===== src/rtl/aes_round_sequencer.sv =====
// Control FSM for an iterative AES-128 round datapath: issues load, key-schedule and
// round strobes with round index and rcon, and waits on the datapath ready handshake.
module aes_round_sequencer #(
  parameter int NR = 10,
  parameter int CW = 4
) (
  input  logic          wb_clk_i,
  input  logic          wb_rst_ni,
  input  logic          start_i,
  input  logic          decrypt_i,
  input  logic          abort_i,
  input  logic          dp_ready_i,
  output logic          busy_o,
  output logic          done_o,
  output logic          aborted_o,
  output logic          load_o,
  output logic          round_step_o,
  output logic [1:0]    round_type_o,
  output logic          key_step_o,
  output logic          key_inv_o,
  output logic          inv_o,
  output logic [CW-1:0] round_o,
  output logic [7:0]    rcon_o
);

  typedef enum logic [2:0] {
    IDLE   = 3'd0,
    LOAD   = 3'd1,
    KEYEXP = 3'd2,
    INIT   = 3'd3,
    ROUND  = 3'd4,
    FINAL  = 3'd5,
    DONE   = 3'd6
  } state_t;

  localparam logic [CW-1:0] ROUND_ZERO   = '0;
  localparam logic [CW-1:0] ROUND_ONE    = CW'(1);
  localparam logic [CW-1:0] ROUND_PENULT = CW'(NR - 1);
  localparam logic [CW-1:0] ROUND_LAST   = CW'(NR);

  localparam logic [1:0] TYPE_INIT  = 2'b00;
  localparam logic [1:0] TYPE_FULL  = 2'b01;
  localparam logic [1:0] TYPE_FINAL = 2'b10;

  state_t        state_reg, state_next;
  logic [CW-1:0] round_reg, round_next;
  logic          inv_reg, inv_next;
  logic          aborted_reg, aborted_next;
  logic          abort_take;
  logic          round_is_last;

  function automatic logic [7:0] rcon_of(input logic [31:0] k);
    logic [7:0] r;
    case (k)
      32'd1:   r = 8'h01;
      32'd2:   r = 8'h02;
      32'd3:   r = 8'h04;
      32'd4:   r = 8'h08;
      32'd5:   r = 8'h10;
      32'd6:   r = 8'h20;
      32'd7:   r = 8'h40;
      32'd8:   r = 8'h80;
      32'd9:   r = 8'h1b;
      32'd10:  r = 8'h36;
      default: r = 8'h00;
    endcase
    return r;
  endfunction

  always_ff @(posedge wb_clk_i or negedge wb_rst_ni) begin
    if (!wb_rst_ni) begin
      state_reg   <= IDLE;
      round_reg   <= '0;
      inv_reg     <= 1'b0;
      aborted_reg <= 1'b0;
    end else begin
      state_reg   <= state_next;
      round_reg   <= round_next;
      inv_reg     <= inv_next;
      aborted_reg <= aborted_next;
    end
  end

  // Abort is honoured in every busy state except DONE, where the operation has already finished.
  assign abort_take    = abort_i && (state_reg != IDLE) && (state_reg != DONE);
  assign round_is_last = inv_reg ? (round_reg == ROUND_ONE) : (round_reg == ROUND_PENULT);

  always_comb begin
    state_next   = state_reg;
    round_next   = round_reg;
    inv_next     = inv_reg;
    aborted_next = 1'b0;
    case (state_reg)
      IDLE: begin
        if (start_i) begin
          inv_next   = decrypt_i;
          round_next = ROUND_ZERO;
          state_next = LOAD;
        end
      end
      LOAD: begin
        if (inv_reg) begin
          round_next = ROUND_ONE;
          state_next = KEYEXP;
        end else begin
          round_next = ROUND_ZERO;
          state_next = INIT;
        end
      end
      KEYEXP: begin
        if (dp_ready_i) begin
          if (round_reg == ROUND_LAST) begin
            state_next = INIT;
          end else begin
            round_next = round_reg + ROUND_ONE;
          end
        end
      end
      INIT: begin
        if (dp_ready_i) begin
          round_next = inv_reg ? ROUND_PENULT : ROUND_ONE;
          state_next = ROUND;
        end
      end
      ROUND: begin
        if (dp_ready_i) begin
          if (round_is_last) begin
            state_next = FINAL;
          end else if (inv_reg) begin
            round_next = round_reg - ROUND_ONE;
          end else begin
            round_next = round_reg + ROUND_ONE;
          end
        end
      end
      FINAL: begin
        if (dp_ready_i) begin
          state_next = DONE;
        end
      end
      DONE: begin
        state_next = IDLE;
      end
      default: begin
        state_next = IDLE;
      end
    endcase
    if (abort_take) begin
      state_next   = IDLE;
      round_next   = ROUND_ZERO;
      aborted_next = 1'b1;
    end
  end

  always_comb begin
    done_o       = 1'b0;
    load_o       = 1'b0;
    round_step_o = 1'b0;
    round_type_o = TYPE_INIT;
    key_step_o   = 1'b0;
    key_inv_o    = 1'b0;
    round_o      = ROUND_ZERO;
    rcon_o       = 8'h00;
    case (state_reg)
      LOAD: begin
        load_o = 1'b1;
      end
      KEYEXP: begin
        key_step_o = 1'b1;
        round_o    = round_reg;
        rcon_o     = rcon_of(32'(round_reg));
      end
      INIT: begin
        round_step_o = 1'b1;
        round_o      = inv_reg ? ROUND_LAST : ROUND_ZERO;
      end
      ROUND: begin
        round_step_o = 1'b1;
        key_step_o   = 1'b1;
        round_type_o = TYPE_FULL;
        key_inv_o    = inv_reg;
        round_o      = round_reg;
        // The inverse key step undoes round r+1's expansion, so it needs that round's rcon.
        rcon_o       = inv_reg ? rcon_of(32'(round_reg) + 32'd1) : rcon_of(32'(round_reg));
      end
      FINAL: begin
        round_step_o = 1'b1;
        key_step_o   = 1'b1;
        round_type_o = TYPE_FINAL;
        key_inv_o    = inv_reg;
        round_o      = inv_reg ? ROUND_ZERO : ROUND_LAST;
        rcon_o       = inv_reg ? rcon_of(32'd1) : rcon_of(32'(NR));
      end
      DONE: begin
        done_o = 1'b1;
      end
      default: begin
      end
    endcase
  end

  assign busy_o    = (state_reg != IDLE);
  assign aborted_o = aborted_reg;
  assign inv_o     = inv_reg;

endmodule


===== config.mk =====
export PLATFORM = sky130hd
export DESIGN_NAME = aes_round_sequencer
export DESIGN_NICKNAME = d
export VERILOG_FILES = /design/src/rtl/aes_round_sequencer.sv
export SDC_FILE = /design/constraint.sdc
export NUM_CORES = 1
export LEC_CHECK = 0
export CAP_MARGIN = 20
export CORE_AREA = 2 2 54 56
export CTS_CLUSTER_DIAMETER = 30
export DETAILED_ROUTE_END_ITERATION = 7
export DIE_AREA = 0 0 56 58
export PLACE_DENSITY = 0.71
export SLEW_MARGIN = 0
export SYNTH_ARGS = -nofsm -noshare
export SYNTH_HDL_FRONTEND = slang
export SYNTH_SLANG_ARGS = --single-unit

===== constraint.sdc =====
create_clock -name wb_clk_i -period 2 [get_ports wb_clk_i]
set_input_delay 0.6 -clock wb_clk_i [delete_from_list [all_inputs] [get_ports wb_clk_i]]
set_output_delay 0.6 -clock wb_clk_i [all_outputs]
set_load 0.005 [all_outputs]

# Yosys cells after proc, flatten, opt, wreduce, memory -nomap -nowiden
# Memories as Yosys holds them, arrays and structs flattened.
# Cells that the tools add are included.
word_totals:
  wordCells: 78
  register_bits: 9
  mem_bits_ro: 384
  n_memories: 3
  output_inout_bits: 22
  input_bits: 6
mem_list:
  columns: ["name", "depth", "word_bits", "read_ports", "rd_clocked_by_memory_dff", "wr", "line_no", "text"]
  rows:
  - ["(name not given)", 16, 8, 1, 0, 0, "54", "case (k)"]
  - ["(name not given)", 16, 8, 1, 0, 0, "54", null]
  - ["(name not given)", 16, 8, 1, 0, 0, "54", null]
op_classes:
  n_eq_ne: 19
  addsub: 3
  reduce_logical: 13
  n_mux: 36
op_table:
  columns: ["operator", "n"]
  rows:
  - ["4-bit two-way mux", 11]
  - ["3-bit != test, second input constant", 10]
  - ["28-bit logical NOT", 1]
  - ["3-bit two-way mux", 8]
  - ["8-bit one-hot mux with 3 select lines", 1]
  - ["4-bit one-hot mux with 5 select lines", 1]
  - ["3-bit one-hot mux with 6 select lines", 1]
  - ["8-bit two-way mux", 2]
  - ["7-bit AND reduction", 2]
  - ["4-bit one-hot mux with 3 select lines", 1]
  - ["3-bit == test, second input constant", 3]
  - ["1-bit two-way mux", 9]
  - ["4-bit == test, second input constant", 2]
  - ["3-bit by 2-bit == test with 1-bit output, second input constant", 2]
  - ["6-bit two-way mux", 1]
  - ["6-bit nonzero test", 1]
  - ["3-bit OR reduction", 2]
  - ["4-bit by 1-bit adder with 5-bit output, second input constant", 1]
  - ["4-bit by 1-bit adder with 4-bit output, second input constant", 1]
  - ["4-bit by 1-bit == test with 1-bit output, second input constant", 1]
  - ["2-bit one-hot mux with 2 select lines", 1]
  - ["2-bit OR reduction", 2]
  - ["4-bit by 1-bit subtractor with 4-bit output, second input constant", 1]
  - ["3-bit by 1-bit == test with 1-bit output, second input constant", 1]
  - ["4 further kinds", 5]

# Longest topological paths before layout
logic_depth:
  ltp_word: 6
  depth_mapped: 7
  mapped_depth_nobuf: 7

# Worst setup path before layout
# Ideal clock, no wire load.
synth_path:
  kind: "register to output"
  from: "reg round_reg[0]"
  to: "out rcon_o[2]"
  setup_slack_ns: -0.097
  stages_incl_launch_ff: 6
  path_buffers: 0
  arrival_time_ns: 1.497
  cell_sequence: "dfrtp_1 ha_1 ha_1 nand2_1 a21oi_1 or3_1"
synth_via:
  elab_chain_cells: 5
  word_cells_on_any_way: 8
  cone_classes: "add/sub: 1; mux: 3; reduce/logical: 1; memory: 3"
synth_rtl:
  columns: ["element", "line_no", "text"]
  rows:
  - ["start: declaration", "46", "logic [CW-1:0] round_reg, round_next;"]
  - ["start signal: assignment", "78", "round_reg <= round_next;"]
  - ["4-bit by 1-bit adder with 5-bit output", "184", "rcon_o = inv_reg ? rcon_of(32'(round_reg) + 32'd1) : rcon_of(32'(round_reg));"]
  - ["memory read 16 x 8 bit or 28-bit logical NOT (tied branches)", null, null]
  - ["8-bit two-way mux", "54", null]
  - ["8-bit two-way mux", "184", null]
  - ["8-bit one-hot mux with 3 select lines (*)", "164", "case (state_reg)"]
  - ["end: declaration", "23", "output logic [7:0] rcon_o"]
# Every way passes the cells marked *; elsewhere a longest branch is shown, timed or not.

# Final worst setup path
layout_path:
  from: "reg state_reg[0]"
  to: "out rcon_o[6]"
layout_via:
  elab_chain_cells: 2
  word_cells_on_any_way: 4
  cone_classes: "eq/ne: 3; mux: 1"
layout_rtl:
  columns: ["element", "line_no", "text"]
  rows:
  - ["start: declaration", "45", "state_t state_reg, state_next;"]
  - ["start signal: assignment", "77", "state_reg <= state_next;"]
  - ["3-bit == test or 3-bit by 2-bit == test with 1-bit output (tied branches)", "164", null]
  - ["8-bit one-hot mux with 3 select lines (*)", "164", null]
# Marks and branches as above.

==> results.md <==
* Commonest cells in the netlist: nand2_1, nor2_1, a21oi_1
* Area grow syn2layout at 111%
* RSZ-0062 raised after global routing: yes
* Min Tclk post-route at 2570 ps
* Reg2Reg Depth at 9
* CP max stage delay at between 400 and 500 ps
* Final worst-path cycle share at 128%
* Main flop type after synthesis: dfrtp_1
* Routed Antenna Nets at 0
* Slew @ Worst Pin at 585 ps
* First-pass GRT wire length at 8.86 mm
* Initial Utilization at a little over two fifths
* FP Rows at 19
* Cell Pwr Density at roughly 880 nW/um^2
* Routed wire length at approximately 7 mm
* # fillers at approximately 90
* Final Hold Fails at 0
* H-tree depth at 1
* Worst-Skew Late Latency at ~270 ps
* Final global-route overflow total at 0
* Max cap viols at 0
* Finished Layout Cells at 297
* Failing checks: negative setup slack
* Die height at 58 um
* Synth Warn # at 0
* Post-Synthesis Net Count at 172
* HP Class: reg2reg
* Async SR Flop Fraction at 100%
* Total power at 0.00217 W
* Initial antenna violation count at 0
* Critical Path Slowest Stage Cell: dfrtp_2
* # hold bufs at CTS at 0
* Yosys top cell area share at 19.3%
* Distinct cells, synth at 48
* Max Clk Rate at a little under 400 MHz
* Wire per inst at 23.5 um
* Multi-input gate area at 1170 um^2
* GP Congestion at 0.895
* Clk sinks at 9
* Critical path fanouts, max at 5
* Max FFs per register at 4
* DR vias at 1,979
* Ratio of cells with drive above 1 in the final layout at 65.0%
* Clock Skew at 12.2 ps
* Max Slew Vio Count at 0
* Top-Level Pins at 28
* Status: finished, violations left
* CTS tree: built
* Nets@finish at 282
* Hold depth at 1
* Vias in the first global route at 1,774
* FF/Latch Area at 234 um^2
* CTS clk-pin slew, worst paths at 70 ps
* Avg Inst Size Synth at 7.43 um^2
* Root Driver: clkbuf_4
* Design Area, Final at 2460 um^2
* Drt via density at about 6.7
* Top cell by count, worst path: buf_6
* Max_slew headroom at a little over 60%
* Die area at 3250 um^2
* Width of the die at 56 um
* Synthesized area at ~1200 um^2
* CORE AREA at 2660 um^2
* Post-route DRC at 0
* CTS buffer count at 3
* Largest cells by area after synthesis: dfrtp_1, ha_1, nand2_1
* DP HPWL at around 3.3 mm
* Post-DP Area at 1890 um^2
* Final WS setup at -569 ps
* Pin count of the biggest net entering global routing at 10
* Diodes inserted at 0
* Total GRT Usage at a little over a third
* Setup-failing EPs final at 23
* Crit. End Element: output port
* Post-synthesis sequential area ratio at between 10% and 20%
* Setup TNS at -6160 ps
* Max Root-Sink Buffers at 2
* CP Launch Type: flop
* Critical Path AT at ~2000 ps
* #FFs+latches synth at 9
* Buffers on Ports at 27
* Drt pass-1 iters at 5
* Crit Path Class: reg2out
* Leakage power at 1.13 nW
* Placed Cells at 261
* Leading area contributor after synthesis: dfrtp_1
* CP required at around 1400 ps
* CP Cell Sequence: or3b_4, o31a_1, buf_6, buf_6, o32ai_1, buf_2
* Synth Instances at roughly 160
* DRT iter0 DRCs at about 220
* EDFF count, synth at 0
* Max VDD drop at 1030 uV
per-layer routing:
metal	part of all wire (%)	up-vias	track usage [%]
li1	-	798	-
met1	38	936	49.0
met2	45	188	56.8
met3	11	57	3.79
met4	6.3	0	12.2
met5	0	-	0
metrics by stage:
| stage | setup slack [ps] | hold WS, ps | utilization [%] |
|---|---|---|---|
| CTS | -408 | 608 | 86.8 |
| finish | -569 | 619 | 92.5 |
| global route | -591 | 652 | 92.5 |
| detailed placement | -521 | 615 | 70.9 |
| global placement | -485 | 592 | 70.9 |
| floorplan | 0.443 | 304 | - |
critical path: cells and delay by family (launching register included):
kind	cells	cell delay, ps
flip-flops	1	450
AO/OA/AOI/OAI	2	340
AND/OR/NAND/NOR	1	430
buffers and inverters	3	490
final timing paths:
check	startpoint	end	slack, ps
min in group asynchronous	wb_rst_ni	aborted_o$_DFF_PN0_	630
worst max register to register	round_reg[0]$_DFFE_PN0P_	round_reg[1]$_DFFE_PN0P_	-480
worst max-delay path	state_reg[0]$_DFFE_PN0P_	rcon_o[6]	-570
max in group asynchronous	wb_rst_ni	round_reg[3]$_DFFE_PN0P_	1040
worst min-delay path	round_reg[1]$_DFFE_PN0P_	round_reg[1]$_DFFE_PN0P_	620
worst min register to register	round_reg[1]$_DFFE_PN0P_	round_reg[1]$_DFFE_PN0P_	620
repair_timing:
action                                  CTS  global route
buffers inserted                         26            10
pin swaps                                15            16
gates cloned                              0             0
endpoints found under the setup margin   25            25
hold endpoints to repair                  0             0
resized for setup                       138            36
cell type report:
cell class	instances	area share (%)
Inverter	10	1.93
Clock buffer	4	1.07
Multi-Input combinational cell	129	47.7
Timing Repair Buffer	114	38.2
Sequential cell	9	9.50
Tap cell	31	1.58
power by group:
| group | leakage, nW | switching (W) | internal, W |
|---|---|---|---|
| registers | 0.110 | 0.0000814 | 0.000232 |
| clock network | 0.0150 | 0.0000686 | 0.0000770 |
| logic | 1.00 | 0.000841 | 0.000871 |
| total | 1.13 | 0.000991 | 0.00118 |
cells by family after synthesis:
logic type | Yosys count | share of synthesized area [%]
simple gates | 62 | 27.0
compound gates | 50 | 30.0
buf+inv | 19 | 6.54
fa+ha+maj | 9 | 9.66
flops | 9 | 19.3
xor+xnor | 4 | 3.65
mux | 4 | 3.76
placed cells by master, fill, tap and decap left out, types with 2 or more instances in the layout:
cell             instances
clkdlybuf4s50_1          6
nand2_2                  4
a21oi_1                  6
o21ai_0                  4
nor2b_1                  2
buf_4                   64
nand3_1                  2
o31a_1                   2
nand2_1                 12
nand2b_4                 2
a32o_1                   3
xor2_1                   2
o32ai_1                  2
nor2_4                   3
inv_6                    2
nand2b_1                 2
ha_4                     6
dfrtp_2                  7
o21ai_1                  4
nor3b_2                  3
buf_6                   25
and2_4                   2
buf_2                   15
inv_2                    2
clkbuf_4                 3
a21oi_2                  5
inv_1                    6
dfrtp_1                  2
a31oi_1                  3
o22ai_1                  3
ha_1                     3
nor2_1                   9
nor2_2                   5
o221ai_2                 2
o22ai_2                  2
No activity file was read; power rests on OpenSTA's default activity.
